===== src/rtl/alu_pkg.sv =====
// alu_pkg: shared types and constants for the sequential N-bit ALU.
//   OP_W        : opcode width (fixed at 3, eight opcodes, all legal)
//   alu_op_e    : opcode encoding ADD..XOR
//   alu_state_e : control FSM states
//   is_div_op() : true for opcodes that run on the iterative divider
package alu_pkg;

    localparam int unsigned OP_W = 3;

    typedef enum logic [OP_W-1:0] {
        OpAdd = 3'd0,
        OpSub = 3'd1,
        OpMul = 3'd2,
        OpDiv = 3'd3,
        OpRem = 3'd4,
        OpAnd = 3'd5,
        OpOr  = 3'd6,
        OpXor = 3'd7
    } alu_op_e;

    typedef enum logic [1:0] {
        StIdle = 2'd0,
        StBusy = 2'd1,
        StHold = 2'd2
    } alu_state_e;

    function automatic logic is_div_op(alu_op_e op);
        return (op == OpDiv) || (op == OpRem);
    endfunction

endpackage


===== src/rtl/alu_div_seq.sv =====
// alu_div_seq: WIDTH-bit unsigned restoring divider, one quotient bit per cycle.
// Ports:
//   clk, rst_n          : clock, async active-low reset
//   start               : load operands (one cycle pulse)
//   dividend, divisor   : operands, sampled when start is high
//   done                : high during the cycle of the final iteration
//   quotient, remainder : result of the iteration in progress; valid when done is high,
//                         so the parent registers them on the same edge as the last step
//   dz                  : divisor was zero (quotient comes out all ones, remainder = dividend)
module alu_div_seq
    import alu_pkg::*;
#(
    parameter int unsigned WIDTH = 8
) (
    input  logic             clk,
    input  logic             rst_n,
    input  logic             start,
    input  logic [WIDTH-1:0] dividend,
    input  logic [WIDTH-1:0] divisor,
    output logic             done,
    output logic [WIDTH-1:0] quotient,
    output logic [WIDTH-1:0] remainder,
    output logic             dz
);

    localparam int unsigned CW = $clog2(WIDTH);
    localparam logic [CW-1:0] LAST = CW'(WIDTH - 1);

    logic [WIDTH-1:0] rem_q, quo_q, dsr_q;
    logic [CW-1:0]    cnt_q;
    logic             busy_q, dz_q;

    logic [WIDTH:0]   rem_sh, trial;
    logic             fits;
    logic [WIDTH-1:0] rem_nx, quo_nx;

    // Shift the next dividend bit into the partial remainder and try to subtract.
    // With a zero divisor every trial fits, which yields all-ones quotient and
    // remainder = dividend without any special casing.
    always_comb begin
        rem_sh = {rem_q, quo_q[WIDTH-1]};
        trial  = rem_sh - {1'b0, dsr_q};
        fits   = ~trial[WIDTH];
        rem_nx = fits ? trial[WIDTH-1:0] : rem_sh[WIDTH-1:0];
        quo_nx = {quo_q[WIDTH-2:0], fits};
    end

    assign done      = busy_q && (cnt_q == LAST);
    assign quotient  = quo_nx;
    assign remainder = rem_nx;
    assign dz        = dz_q;

    always_ff @(posedge clk or negedge rst_n) begin
        if (!rst_n) begin
            rem_q  <= '0;
            quo_q  <= '0;
            dsr_q  <= '0;
            cnt_q  <= '0;
            busy_q <= 1'b0;
            dz_q   <= 1'b0;
        end else if (start) begin
            rem_q  <= '0;
            quo_q  <= dividend;
            dsr_q  <= divisor;
            cnt_q  <= '0;
            busy_q <= 1'b1;
            dz_q   <= (divisor == '0);
        end else if (busy_q) begin
            rem_q <= rem_nx;
            quo_q <= quo_nx;
            cnt_q <= cnt_q + 1'b1;
            if (done) begin
                busy_q <= 1'b0;
            end
        end
    end

endmodule


===== src/rtl/alu_seq_nbit.sv =====
// alu_seq_nbit: registered N-bit ALU with valid/ready on both sides, status flags
// and a multi-cycle restoring divider. Holds exactly one result.
// Optional feature macro: ALU_MUL_HI_EN (drives out_hi with the MUL upper half;
// otherwise out_hi is tied to 0 and no high-half register exists).
// Ports:
//   clk, rst_n          : clock, async active-low reset
//   in_valid / in_ready : input handshake; in1, in2 operands; sel opcode
//   out_valid/out_ready : output handshake
//   out, out_hi         : result low half, MUL high half
//   flag_c, flag_z      : carry/borrow/product overflow, result is zero
//   flag_dz             : divide by zero
module alu_seq_nbit
    import alu_pkg::*;
#(
    parameter int unsigned WIDTH = 8
) (
    input  logic             clk,
    input  logic             rst_n,
    input  logic             in_valid,
    output logic             in_ready,
    input  logic [WIDTH-1:0] in1,
    input  logic [WIDTH-1:0] in2,
    input  logic [OP_W-1:0]  sel,
    output logic             out_valid,
    input  logic             out_ready,
    output logic [WIDTH-1:0] out,
    output logic [WIDTH-1:0] out_hi,
    output logic             flag_c,
    output logic             flag_z,
    output logic             flag_dz
);

    alu_state_e state_q, state_d;
    alu_op_e    op;

    logic [WIDTH-1:0]   out_q, out_d;
    logic               c_q, c_d, z_q, dz_q, dz_d;
    logic               is_rem_q;
    logic               load, accept;
    logic [WIDTH:0]     sum, diff;
    logic [2*WIDTH-1:0] prod;

    logic               div_start, div_done, div_dz;
    logic [WIDTH-1:0]   div_quo, div_rem;

`ifdef ALU_MUL_HI_EN
    logic [WIDTH-1:0] hi_q, hi_d;
`endif

    assign op = alu_op_e'(sel);

    // Gated by rst_n so nothing is offered upstream while reset is held.
    assign in_ready = rst_n && ((state_q == StIdle) || ((state_q == StHold) && out_ready));
    assign accept   = in_valid && in_ready;

    assign sum  = {1'b0, in1} + {1'b0, in2};
    assign diff = {1'b0, in1} - {1'b0, in2};
    assign prod = {{WIDTH{1'b0}}, in1} * {{WIDTH{1'b0}}, in2};

    always_comb begin
        state_d   = state_q;
        load      = 1'b0;
        div_start = 1'b0;
        out_d     = out_q;
        c_d       = 1'b0;
        dz_d      = 1'b0;
`ifdef ALU_MUL_HI_EN
        hi_d      = '0;
`endif
        unique case (state_q)
            StIdle, StHold: begin
                if (accept) begin
                    if (is_div_op(op)) begin
                        div_start = 1'b1;
                        state_d   = StBusy;
                    end else begin
                        load    = 1'b1;
                        state_d = StHold;
                        unique case (op)
                            OpAdd: begin
                                out_d = sum[WIDTH-1:0];
                                c_d   = sum[WIDTH];
                            end
                            OpSub: begin
                                out_d = diff[WIDTH-1:0];
                                c_d   = diff[WIDTH];
                            end
                            OpMul: begin
                                out_d = prod[WIDTH-1:0];
                                c_d   = |prod[2*WIDTH-1:WIDTH];
`ifdef ALU_MUL_HI_EN
                                hi_d  = prod[2*WIDTH-1:WIDTH];
`endif
                            end
                            OpAnd:        out_d = in1 & in2;
                            OpOr:         out_d = in1 | in2;
                            OpXor:        out_d = in1 ^ in2;
                            OpDiv, OpRem: out_d = out_q;
                            default:      out_d = out_q;
                        endcase
                    end
                end else if ((state_q == StHold) && out_ready) begin
                    state_d = StIdle;
                end
            end
            StBusy: begin
                if (div_done) begin
                    load    = 1'b1;
                    out_d   = is_rem_q ? div_rem : div_quo;
                    dz_d    = div_dz;
                    state_d = StHold;
                end
            end
            default: state_d = StIdle;
        endcase
    end

    always_ff @(posedge clk or negedge rst_n) begin
        if (!rst_n) begin
            state_q  <= StIdle;
            out_q    <= '0;
            c_q      <= 1'b0;
            z_q      <= 1'b0;
            dz_q     <= 1'b0;
            is_rem_q <= 1'b0;
        end else begin
            state_q <= state_d;
            if (div_start) begin
                is_rem_q <= (op == OpRem);
            end
            if (load) begin
                out_q <= out_d;
                c_q   <= c_d;
                z_q   <= (out_d == '0);
                dz_q  <= dz_d;
            end
        end
    end

`ifdef ALU_MUL_HI_EN
    always_ff @(posedge clk or negedge rst_n) begin
        if (!rst_n) begin
            hi_q <= '0;
        end else if (load) begin
            hi_q <= hi_d;
        end
    end
    assign out_hi = hi_q;
`else
    assign out_hi = '0;
`endif

    assign out       = out_q;
    assign flag_c    = c_q;
    assign flag_z    = z_q;
    assign flag_dz   = dz_q;
    assign out_valid = (state_q == StHold);

    alu_div_seq #(
        .WIDTH(WIDTH)
    ) u_div (
        .clk      (clk),
        .rst_n    (rst_n),
        .start    (div_start),
        .dividend (in1),
        .divisor  (in2),
        .done     (div_done),
        .quotient (div_quo),
        .remainder(div_rem),
        .dz       (div_dz)
    );

endmodule


===== config.mk =====
export PLATFORM = sky130hd
export DESIGN_NAME = alu_seq_nbit
export DESIGN_NICKNAME = d
export VERILOG_FILES = /design/src/rtl/alu_pkg.sv /design/src/rtl/alu_div_seq.sv /design/src/rtl/alu_seq_nbit.sv
export SDC_FILE = /design/constraint.sdc
export NUM_CORES = 1
export LEC_CHECK = 0
export BUFFER_PORTS_ARGS = -buffer_cell sky130_fd_sc_hd__buf_2
export CAP_MARGIN = 20
export CORE_ASPECT_RATIO = 1.75
export CORE_MARGIN = 2
export CORE_UTILIZATION = 25
export CTS_CLUSTER_SIZE = 40
export DETAILED_ROUTE_END_ITERATION = 16
export RECOVER_POWER = 50
export SYNTH_ARGS = -nofsm -noshare
export SYNTH_HDL_FRONTEND = slang
export SYNTH_SLANG_ARGS = --single-unit

===== constraint.sdc =====
create_clock -name clk -period 7.8 [get_ports clk]
set_input_delay 0.39 -clock clk [delete_from_list [all_inputs] [get_ports clk]]
set_output_delay 0.39 -clock clk [all_outputs]
set_load 0.1 [all_outputs]

Word level (Yosys, flattened, before mapping):

Cells that the tools add are included.

* logic and storage cells: 82
* flip-flop bits (word level): 43
* input bits: 23

* multiplexer cells: 34
* bitwise operators: 4
* eq/ne operators: 12
* reduce and logical (&&, ||, !) cells: 15
* add/sub/neg operators: 4
* multipliers: 1

Operator list (count)
* $mux 8: 9
* $pmux 8 s7: 1
* $logic_not 8->1: 2
* $mul 8x8->16: 1
* $pmux 8 s2: 1
* $eq 3x3->1 const B: 5
* $mux 1: 14
* $add 8x8->9: 1
* $sub 8x8->9: 1
* $sub 9x8->9: 1
* $and 8x8->8: 1
* $mux 2: 4
* $or 8x8->8: 1
* $reduce_or 8->1: 1
* $xor 8x8->8: 1
* $eq 3x2->1 const B: 2
* $mux 3: 2
* $logic_and 1x1->1: 4
* $pmux 2 s2: 1
* $reduce_or 2->1: 2
* $add 3x1->3 const B: 1
* $eq 3x1->1 const B: 1
* $logic_not 3->1: 1
* $ne 3x3->1 const B: 1
* other kinds (10): 11

Logic depth before layout (Yosys ltp):

Gate-level depths: netlist of the first run.

* word-level depth: 8
* gate-level depth with buffers: 18
* depth with buffers taken out: 18

Hierarchy:

From an unflattened synthesis of the first run, not the netlist that was laid out.

* cell total of the unflattened synthesis: 749
* area, all modules: 6143.4 um2

Modules (own cells, without submodules)
* alu_seq_nbit: instances 1, area each 4346.7 um2, seq. area each 350.3 um2, cells an instance 552
* alu_div_seq: instances 1, area each 1796.7 um2, seq. area each 725.7 um2, cells an instance 197

Least setup slack after synthesis of the first run:

No wires, ideal clock.

* kind: input to register
* start: input port in2[4]
* end: register c_q, in the netlist flag_c
* arrival time: 4530 ps
* cell stages on the path: 16
* path slack: 3189 ps
* path through: clkbuf_1 > nand2_1 > fa_1 > fa_1 > fa_1 > fa_1 > inv_1 > ha_1 > and3_1 > a221oi_1 > a211oi_1 > a22o_1 > o211ai_1 > nand3_1 > xnor2_1 > a31oi_1

* cells in the longest elaborated chain, start to end: 6
* elaborated cells between the ends (all ways): 8

Ends and longest elaborated chain
* from (decl): RTL line alu_seq_nbit.sv:22 `input logic [WIDTH-1:0] in2,`
* $mul 8x8->16: RTL line alu_seq_nbit.sv:58 `assign prod = {{WIDTH{1'b0}}, in1} * {{WIDTH{1'b0}}, in2};`
* $reduce_or 8->1: RTL line alu_seq_nbit.sv:90 `c_d = |prod[2*WIDTH-1:WIDTH];`
* $pmux 1 s3 (*): RTL line alu_seq_nbit.sv:79 `unique case (op)`
* $mux 1 (*): RTL line alu_seq_nbit.sv:73 `if (is_div_op(op)) begin`
* $mux 1 (*): RTL line alu_seq_nbit.sv:72 `if (accept) begin`
* $mux 1 (*): RTL line alu_seq_nbit.sv:70 `unique case (state_q)`
* to (signal assigned): RTL line alu_seq_nbit.sv:122 `c_q <= 1'b0;`
* to (signal assigned): RTL line alu_seq_nbit.sv:133 `c_q <= c_d;`
* to (decl): RTL line alu_seq_nbit.sv:37 `logic c_q, c_d, z_q, dz_q, dz_d;`

Mark *: on every way between the ends. The rest lies on a longest branch, timed or not.
A chain may end at the register's enable or synchronous reset.

Final worst setup path of the first run:

* start: input port in2[3]
* end: register c_q, in the netlist flag_c

Same word-level chain as after synthesis.

==> flow_metrics.env, run 1 <==
export IMPL_outcome="complete, but fails checks"
export IMPL_violations="max-capacitance violations, max-slew violations"
export IMPL_path_buf_inv=5
export IMPL_postCtsSetupRepairBufs=0
export IMPL_synth_edf_count=0
export IMPL_drv_slew=47
export IMPL_worstSetupPathType="primary input to flop"
export IMPL_critical_path_slowest_cell="fa_1"
export IMPL_yosysSeqAreaShare_pct=17.93
export IMPL_routed_wl_mm=20.21
export IMPL_hold_violations=0
export IMPL_dp_cells=1053
export IMPL_synth_area_top_cells="dfrtp_1, ha_1, fa_1"
export IMPL_power_per_cell_area_mw_per_mm2=350.5
export IMPL_synth_compound_area_share_pct=20.24
export IMPL_finalNetCount=884
export IMPL_dpl_hpwl_mm=16.61
export IMPL_core_sq_mm=0.02374
export IMPL_fp_dieArea_sq_mm=0.02531
export IMPL_wl_per_cell_microns=19.05
export IMPL_port_buffers=35
export IMPL_area_growth_pct=9.965
export IMPL_cts_buffer_depth=2
export IMPL_overflow=0
export IMPL_arrival_ns=5.04
export IMPL_die_y_microns=209.0
export IMPL_final_common_cell="inv_1"
export IMPL_clockRootBuffer="clkbuf_16"
export IMPL_finalPower_w=0.002313
export IMPL_die_x_microns=121.1
export IMPL_cp_max_fo=8
export IMPL_cp_start_kind="primary input"
export IMPL_hold_buffers=0
export IMPL_syn_area_per_cell_sq_um=8.133
export IMPL_layout_min_cycle_time_ns=4.868
export IMPL_cp_end_kind="flop"
export IMPL_layout_drive_gt1_share_pct=7.835
export IMPL_skew_ns=0.007606
export IMPL_antenna_cells=0
export IMPL_synthSimpleGateAreaFrac_pct=17.57
export IMPL_drc=0
export IMPL_layout_cells_most_common_list="inv_1, nor2_1, ha_1, nand2_1, o21ai_0"
export IMPL_start_util_pct=25.28
export IMPL_yosysTopAreaCell="dfrtp_1"
export IMPL_netlist_cell_type_count=77
export IMPL_ios=44
export IMPL_num_vias=5439
export IMPL_first_pass_iters=5
export IMPL_stdcell_area_sq_mm=0.006600
export IMPL_vias_per_cell=5.126
export IMPL_synthXorXnorAreaFrac_pct=2.335
export IMPL_grt_pass1_wl_mm=31.53
export IMPL_ir_worst_vdd_v=0.0001586
export IMPL_placed_cell_area_sq_mm=0.006422
export IMPL_critPathTopFamily="adder cells"
export IMPL_whs_ns=0.3023
export IMPL_fin_cells=1061
export IMPL_p_leak_nw=3.055
export IMPL_syn_area_sq_mm=0.006002
export IMPL_first_global_vias=5720
export IMPL_worstPathCellList="buf_2 > ha_1 > inv_1 > fa_1 > inv_1 > ha_1 > inv_1 > fa_1 > fa_1 > inv_1 > ha_1 > and3_1 > a221oi_1 > a211oi_1 > a22o_1 > o211ai_1 > nand3_1 > xnor2_1 > a31oi_1"
export IMPL_worst_pin_slew_ns=2.495
export IMPL_cts_resized_gates=0
export IMPL_clk_pin_slew_worst_paths_ns=0.07
export IMPL_fmax_ghz=0.2054
export IMPL_clk_latency_ns=0.30
export IMPL_synth_top_family_by_area="adder cells"
export IMPL_synth_mux_area_share_pct=4.732
export IMPL_cts_tree="yes"
export IMPL_setup_viol=0
export IMPL_cts_buffers=5
export IMPL_tns_ns=0
export IMPL_htree_levels=2
export IMPL_ys_ff_latch=43
export IMPL_max_stage_delay_ns=0.55
export IMPL_gp_congestion=0.9526
export IMPL_holdCritPathClass="primary input to flop"
export IMPL_rows=75
export IMPL_rsz0062_at_grt="false"
export IMPL_drtIter0Drc=274
export IMPL_synth_fa_ha_area_share_pct=27.60
export IMPL_antenna_found_initial=0
export IMPL_yosysTopAreaCellShare_pct=17.93
export IMPL_worstPathRequired_ns=7.97
export IMPL_async_flop_share_pct=100.0
export IMPL_grt_max_degree=47
export IMPL_synthCells=738
export IMPL_critical_path_most_common_cell="inv_1"
export IMPL_yosysWarningCount=0
export IMPL_cts_sinks=43
export IMPL_cap_viol_max_count=1
export IMPL_ys_dominant_reg_cell="dfrtp_1"
export IMPL_relSlewSlack_pct=-66.34
export IMPL_fin_crit_sh_pct=62.42
export IMPL_track_usage_pct=16.29
export IMPL_antenna_left=0
## power by group
group          total, W  internal, W  switching (W)
Sequential     0.000426     0.000326      0.0000996
Clock          0.000280     0.000184      0.0000956
Combinational   0.00161     0.000549        0.00106
Total           0.00231      0.00106        0.00125
## Yosys cell counts, types with 6 or more instances
library cell   n
buf_4          8
mux2i_1       25
a211oi_1      18
o21ai_0       46
xor2_1         6
nor2_1        73
fa_1          39
o211ai_1      12
nor3_1        10
a21oi_1       34
nand3_1       15
clkbuf_1      20
nor2b_1       10
dfrtp_1       43
a31oi_1        6
ha_1          70
xnor2_1       10
nand2_1       67
inv_1         97
## kinds of logic (layout without fill, tap and decap cells)
group,after synthesis,count (layout)
buf+inv,139,147
xor+xnor,16,16
mux,28,28
flops,43,43
other cells,1,8
simple gates,223,223
fa+ha+maj,109,109
compound gates,179,179
## registers in the layout (all words and copies together), names as in the netlist
register,cells
u_div.busy_q,1
is_rem_q,1
flag_z,1
u_div.dsr_q,8
state_q,2
u_div.rem_q,8
u_div.dz,1
flag_c,1
out,8
u_div.cnt_q,3
flag_dz,1
u_div.quo_q,8
## final timing paths
check / from / end / slack, ns / cells after the start
setup reg to reg: u_div.quo_q[7]$_DFFE_PN0P_ / flag_z$_DFFE_PN0P_ / 3.82 / 12
min in group asynchronous: rst_n / u_div.dsr_q[4]$_DFFE_PN0P_ / 0.95 / 2
max in group asynchronous: rst_n / state_q[1]$_DFFE_PN0P_ / 5.42 / 2
setup / recovery: in2[3] / flag_c$_DFFE_PN0P_ / 2.93 / 19
hold / removal: out_ready / state_q[1]$_DFFE_PN0P_ / 0.30 / 2
hold reg to reg: u_div.dsr_q[0]$_DFFE_PN0P_ / u_div.dsr_q[0]$_DFFE_PN0P_ / 0.50 / 2
## layer usage
layer	GRT usage, %	vias up	routed length [microns]
met5	0	-	0
li1	-	2551	-
met4	13.95	0	1926
met3	1.119	85	599
met2	31.19	172	11220
met1	15.02	2631	6457
## through the flow
stage / utilization [%] / setup WS (ns)
4_1_cts: 27.85 / 2.930
6_report: 27.80 / 2.932
5_1_grt: 27.80 / 2.668
2_1_floorplan: - / 3.189
3_3_place_gp: 27.05 / 2.665
3_5_place_dp: 27.05 / 2.646
## area by class of cell
class	instances	area, sq um
fill	2581	17140
tap	308	385.4
multi-input combinational	563	4384
clock buffer	6	128.9
inverter	101	379.1
clock inverter	2	60.06
timing repair buffer	38	186.4
sequential	43	1076
Note: power is estimated with default switching activity, not from simulation.
==> run 2, diff against run 1 <==
clock period = 4.85 ns   (was 7.8 ns; I/O delays follow)
==> flow_metrics.env, run 2 (synthesis results as in run 1) <==
export IMPL_fp_dieArea_sq_mm=0.02531
export IMPL_overflow=0
export IMPL_drc=0
export IMPL_cts_buffer_depth=2
export IMPL_p_leak_nw=3.183
export IMPL_clk_latency_ns=0.30
export IMPL_cts_sinks=43
export IMPL_antenna_left=0
export IMPL_finalNetCount=911
export IMPL_tns_ns=0
export IMPL_first_global_vias=5811
export IMPL_cp_end_kind="flop"
export IMPL_clockRootBuffer="clkbuf_16"
export IMPL_hold_violations=0
export IMPL_vias_per_cell=5.073
export IMPL_fmax_ghz=0.2229
export IMPL_first_pass_iters=4
export IMPL_die_x_microns=121.1
export IMPL_dpl_hpwl_mm=17.21
export IMPL_grt_pass1_wl_mm=31.75
export IMPL_htree_levels=2
export IMPL_core_sq_mm=0.02374
export IMPL_rows=75
export IMPL_worst_pin_slew_ns=2.501
export IMPL_cp_max_fo=9
export IMPL_clk_pin_slew_worst_paths_ns=0.07
export IMPL_num_vias=5525
export IMPL_routed_wl_mm=20.56
export IMPL_worstSetupPathType="primary input to flop"
export IMPL_drtIter0Drc=240
export IMPL_power_per_cell_area_mw_per_mm2=548.0
export IMPL_whs_ns=0.1440
export IMPL_hold_buffers=0
export IMPL_skew_ns=0.01420
export IMPL_ir_worst_vdd_v=0.0001988
export IMPL_outcome="complete, but fails checks"
export IMPL_postCtsSetupRepairBufs=0
export IMPL_track_usage_pct=16.60
export IMPL_violations="max-capacitance violations, max-slew violations"
export IMPL_layout_drive_gt1_share_pct=11.15
export IMPL_cap_viol_max_count=1
export IMPL_drv_slew=47
export IMPL_fin_crit_sh_pct=92.49
export IMPL_relSlewSlack_pct=-66.75
export IMPL_grt_max_degree=47
export IMPL_area_growth_pct=13.17
export IMPL_antenna_found_initial=1
export IMPL_final_common_cell="inv_1"
export IMPL_gp_congestion=1.014
export IMPL_arrival_ns=4.71
export IMPL_die_y_microns=209.0
export IMPL_cts_buffers=5
export IMPL_start_util_pct=25.28
export IMPL_cts_resized_gates=0
export IMPL_port_buffers=35
export IMPL_cp_start_kind="primary input"
export IMPL_wl_per_cell_microns=18.88
export IMPL_worstPathRequired_ns=5.08
export IMPL_holdCritPathClass="primary input to flop"
export IMPL_rsz0062_at_grt="false"
export IMPL_layout_cells_most_common_list="inv_1, nor2_1, ha_1, nand2_1, o21ai_0"
export IMPL_ios=44
export IMPL_cts_tree="yes"
export IMPL_layout_min_cycle_time_ns=4.486
export IMPL_setup_viol=0
run 2: cell count changes in the layout (fill, tap and decap cells not counted):
cell,previous run,this run
buf_4,2,29
a2111oi_0,2,3
a2111oi_1,1,0
bufinv_16,2,1
clkbuf_1,8,7
clkbuf_8,0,1
diode_2,0,1
inv_6,0,1
run 2: critical path, stage by stage:
cell       delay (ns)
buf_2            0.22
ha_1             0.25
inv_1            0.11
fa_1             0.43
inv_1            0.09
fa_1             0.39
ha_1             0.30
inv_1            0.06
fa_1             0.54
inv_1            0.04
ha_1             0.35
a21oi_1          0.19
xor2_1           0.35
o31a_1           0.21
a41o_1           0.27
o2111ai_2        0.21
nor4_2           0.32
a22o_1           0.15
run 2: area by class of cell:
cell class,instances,area [sq um]
fill,2541,16950
antenna,1,2.502
timing repair buffer,65,389.1
sequential,43,1076
clock inverter,2,38.79
multi-input combinational,563,4383
inverter,101,379.1
tap,308,385.4
clock buffer,6,138.9
run 2: final timing paths:
| kind | from | to | slack, ns | cells past startpoint |
|---|---|---|---|---|
| max | in1[2] | flag_z$_DFFE_PN0P_ | 0.36 | 18 |
| min | out_ready | state_q[1]$_DFFE_PN0P_ | 0.14 | 2 |
| max reg2reg | u_div.quo_q[7]$_DFFE_PN0P_ | flag_z$_DFFE_PN0P_ | 1.27 | 12 |
| min reg2reg | u_div.dz$_DFFE_PN0P_ | u_div.dz$_DFFE_PN0P_ | 0.50 | 2 |
| max in group asynchronous | rst_n | u_div.quo_q[4]$_DFFE_PN0P_ | 2.61 | 2 |
| min in group asynchronous | rst_n | out[0]$_DFFE_PN0P_ | 0.81 | 2 |
run 2: metal layers:
layer  global-route usage, %  part of all wire, %  vias up
met5                       0                    0        -
met4                   14.64                  9.9        0
met3                   1.610                  3.2       90
met2                   32.35                   56      161
met1                   14.33                   31     2661
li1                        -                    -     2613
run 2: metrics by stage:
step	std cells	power, W	area, sq um	setup slack [ns]	utilization, %
after floorplan	745	0.002638	6028	0.3860	-
after global placement	1080	0.003273	6624	0.1196	27.90
after detailed placement	1080	0.003303	6624	0.1111	27.90
after CTS	1088	0.003726	6802	0.4031	28.65
after global routing	1089	0.004024	6793	0.07418	28.61
final	1089	0.003722	6793	0.3644	28.61
run 2: where the power goes:
group	leakage, nW	switching (W)	total, W	internal (W)
clock	0.0875	0.000154	0.000414	0.000259
combinational	2.57	0.00170	0.00262	0.000922
sequential	0.525	0.000161	0.000686	0.000525
==> run 3, diff against run 2 <==
CAP_MARGIN = default   (was 20)
CELL_PAD_IN_SITES_DETAIL_PLACEMENT = 1   (was default)
CELL_PAD_IN_SITES_GLOBAL_PLACEMENT = 1   (was default)
PLACE_DENSITY_LB_ADDON = 0.1   (was default)
==> flow_metrics.env, run 3 (synthesis results as in run 1) <==
export IMPL_netSwitchingFraction_pct=55.62
export IMPL_placed_cell_area_sq_mm=0.006616
export IMPL_drv_slew=44
export IMPL_layout_min_cycle_time_ns=4.572
export IMPL_p_leak_nw=3.154
export IMPL_switchingPower_w=0.002064
export IMPL_final_common_cell="inv_1"
export IMPL_stdcell_area_sq_mm=0.006750
export IMPL_startpoint="in2[2]"
export IMPL_worstSetupPathType="primary input to flop"
export IMPL_worst_pin_slew_ns=2.593
export IMPL_comb_power_share_pct=72.3
export IMPL_arrival_ns=4.74
export IMPL_seqPwrFrac_pct=18.4
export IMPL_reg2reg_from="u_div.quo_q[7]$_DFFE_PN0P_"
export IMPL_p_int_w=0.001647
export IMPL_die_x_microns=121.1
export IMPL_layout_cells_most_common_list="inv_1, nor2_1, ha_1, nand2_1, o21ai_0"
export IMPL_layout_drive_gt1_share_pct=10.91
export IMPL_violations="max-capacitance violations, max-slew violations"
export IMPL_worstHoldStart="out_ready"
export IMPL_cts_buffers=5
export IMPL_ios=44
export IMPL_track_usage_pct=19.13
export IMPL_setup_viol=0
export IMPL_antenna_left=0
export IMPL_antenna_cells=0
export IMPL_holdCritPathClass="primary input to flop"
export IMPL_postCtsSetupRepairBufs=0
export IMPL_cts_buffer_depth=2
export IMPL_skew_ns=0.005684
export IMPL_fin_crit_sh_pct=94.26
export IMPL_num_vias=5476
export IMPL_die_y_microns=209.0
export IMPL_grt_pass1_wl_mm=36.42
export IMPL_rsz0062_at_grt="false"
export IMPL_final_core_util_pct=28.43
export IMPL_pwr_share_clk_pct=9.3
export IMPL_cts_sinks=43
export IMPL_wl_per_cell_microns=21.49
export IMPL_cp_max_fo=8
export IMPL_core_sq_mm=0.02374
export IMPL_hold_violations=0
export IMPL_tns_ns=0
export IMPL_clk_latency_ns=0.30
export IMPL_cp_end_kind="flop"
export IMPL_drtIter0Drc=298
export IMPL_rows=75
export IMPL_relSlewSlack_pct=-72.88
export IMPL_cts_tree="yes"
export IMPL_cp_start_kind="primary input"
export IMPL_fmax_ghz=0.2187
export IMPL_antenna_found_initial=0
export IMPL_gp_congestion=0.9013
export IMPL_power_per_cell_area_mw_per_mm2=549.8
export IMPL_ir_worst_vdd_v=0.0002525
export IMPL_grt_max_degree=44
export IMPL_vias_per_cell=5.038
export IMPL_htree_levels=2
export IMPL_outcome="complete, but fails checks"
export IMPL_area_growth_pct=12.47
export IMPL_finalNetCount=910
export IMPL_worstPathRequired_ns=5.02
export IMPL_cap_viol_max_count=1
export IMPL_routed_wl_mm=23.36
export IMPL_clockRootBuffer="clkbuf_16"
export IMPL_overflow=0
export IMPL_drc=0
export IMPL_first_pass_iters=4
export IMPL_fp_dieArea_sq_mm=0.02531
export IMPL_first_global_vias=6148
export IMPL_clk_pin_slew_worst_paths_ns=0.07
export IMPL_hold_buffers=0
export IMPL_dpl_hpwl_mm=19.85
export IMPL_port_buffers=35
export IMPL_start_util_pct=25.28
run 3: final timing paths:
| path | endpoint | slack (ns) | cells after the start |
|---|---|---|---|
| hold / removal | state_q[1]$_DFFE_PN0P_ | 0.15 | 2 |
| setup / recovery | flag_c$_DFFE_PN0P_ | 0.28 | 18 |
| setup reg to reg | flag_z$_DFFE_PN0P_ | 1.15 | 13 |
| max in group asynchronous | u_div.cnt_q[0]$_DFFE_PN0P_ | 2.22 | 2 |
| min in group asynchronous | u_div.rem_q[7]$_DFFE_PN0P_ | 1.12 | 2 |
| hold reg to reg | u_div.dz$_DFFE_PN0P_ | 0.50 | 2 |
run 3: final cells by class:
cell class | instances | area [sq um]
clock buffer | 6 | 128.9
tap | 308 | 385.4
fill | 2837 | 16990
sequential | 43 | 1076
timing repair buffer | 64 | 380.4
multi-input combinational | 563 | 4388
clock inverter | 2 | 12.51
inverter | 101 | 379.1
run 3: power groups by stage:
stage               Sequential (W)  Combinational (W)  Clock (W)
floorplan                 0.000893            0.00174          0
global placement          0.000683            0.00266          0
detailed placement        0.000688            0.00272          0
CTS                       0.000681            0.00274   0.000356
global route              0.000701            0.00298   0.000367
finish                    0.000681            0.00268   0.000347
run 3: critical path, cell delays in order:
cell and delay (ns):
buf_2 0.22, inv_1 0.18, nor2_1 0.23, fa_1 0.44, inv_1 0.08, fa_1 0.44, fa_1 0.52, fa_1 0.55
inv_1 0.04, ha_1 0.25, nor3_2 0.23, o21ai_0 0.23, a21oi_1 0.25, o2111ai_1 0.18, a21oi_1 0.20, xnor2_1 0.16
o311a_1 0.21, a31oi_1 0.08
run 3: routing by layer:
metal / routed length, microns / track usage (%)
met1: 8430 / 19.37
met2: 13690 / 38.67
met3: 262 / 1.064
met4: 981 / 8.460
met5: 0 / 0
run 3: stage by stage:
stage          hold WS, ns  std cells  worst slack (ns)  power (W)
5_1_grt             0.1844       1087           0.01680   0.004050
3_3_place_gp        0.4529       1079           -0.1240   0.003344
2_1_floorplan     -0.05309        745            0.3860   0.002638
4_1_cts             0.1482       1087            0.1340   0.003773
6_report            0.1537       1087            0.2783   0.003711
3_5_place_dp        0.4688       1079           -0.1585   0.003406
run 3: timing repair:
action	4_1_cts	5_1_grt
endpoints found under the hold margin	0	0
gates resized for setup	0	1
endpoints found under the setup margin	0	1
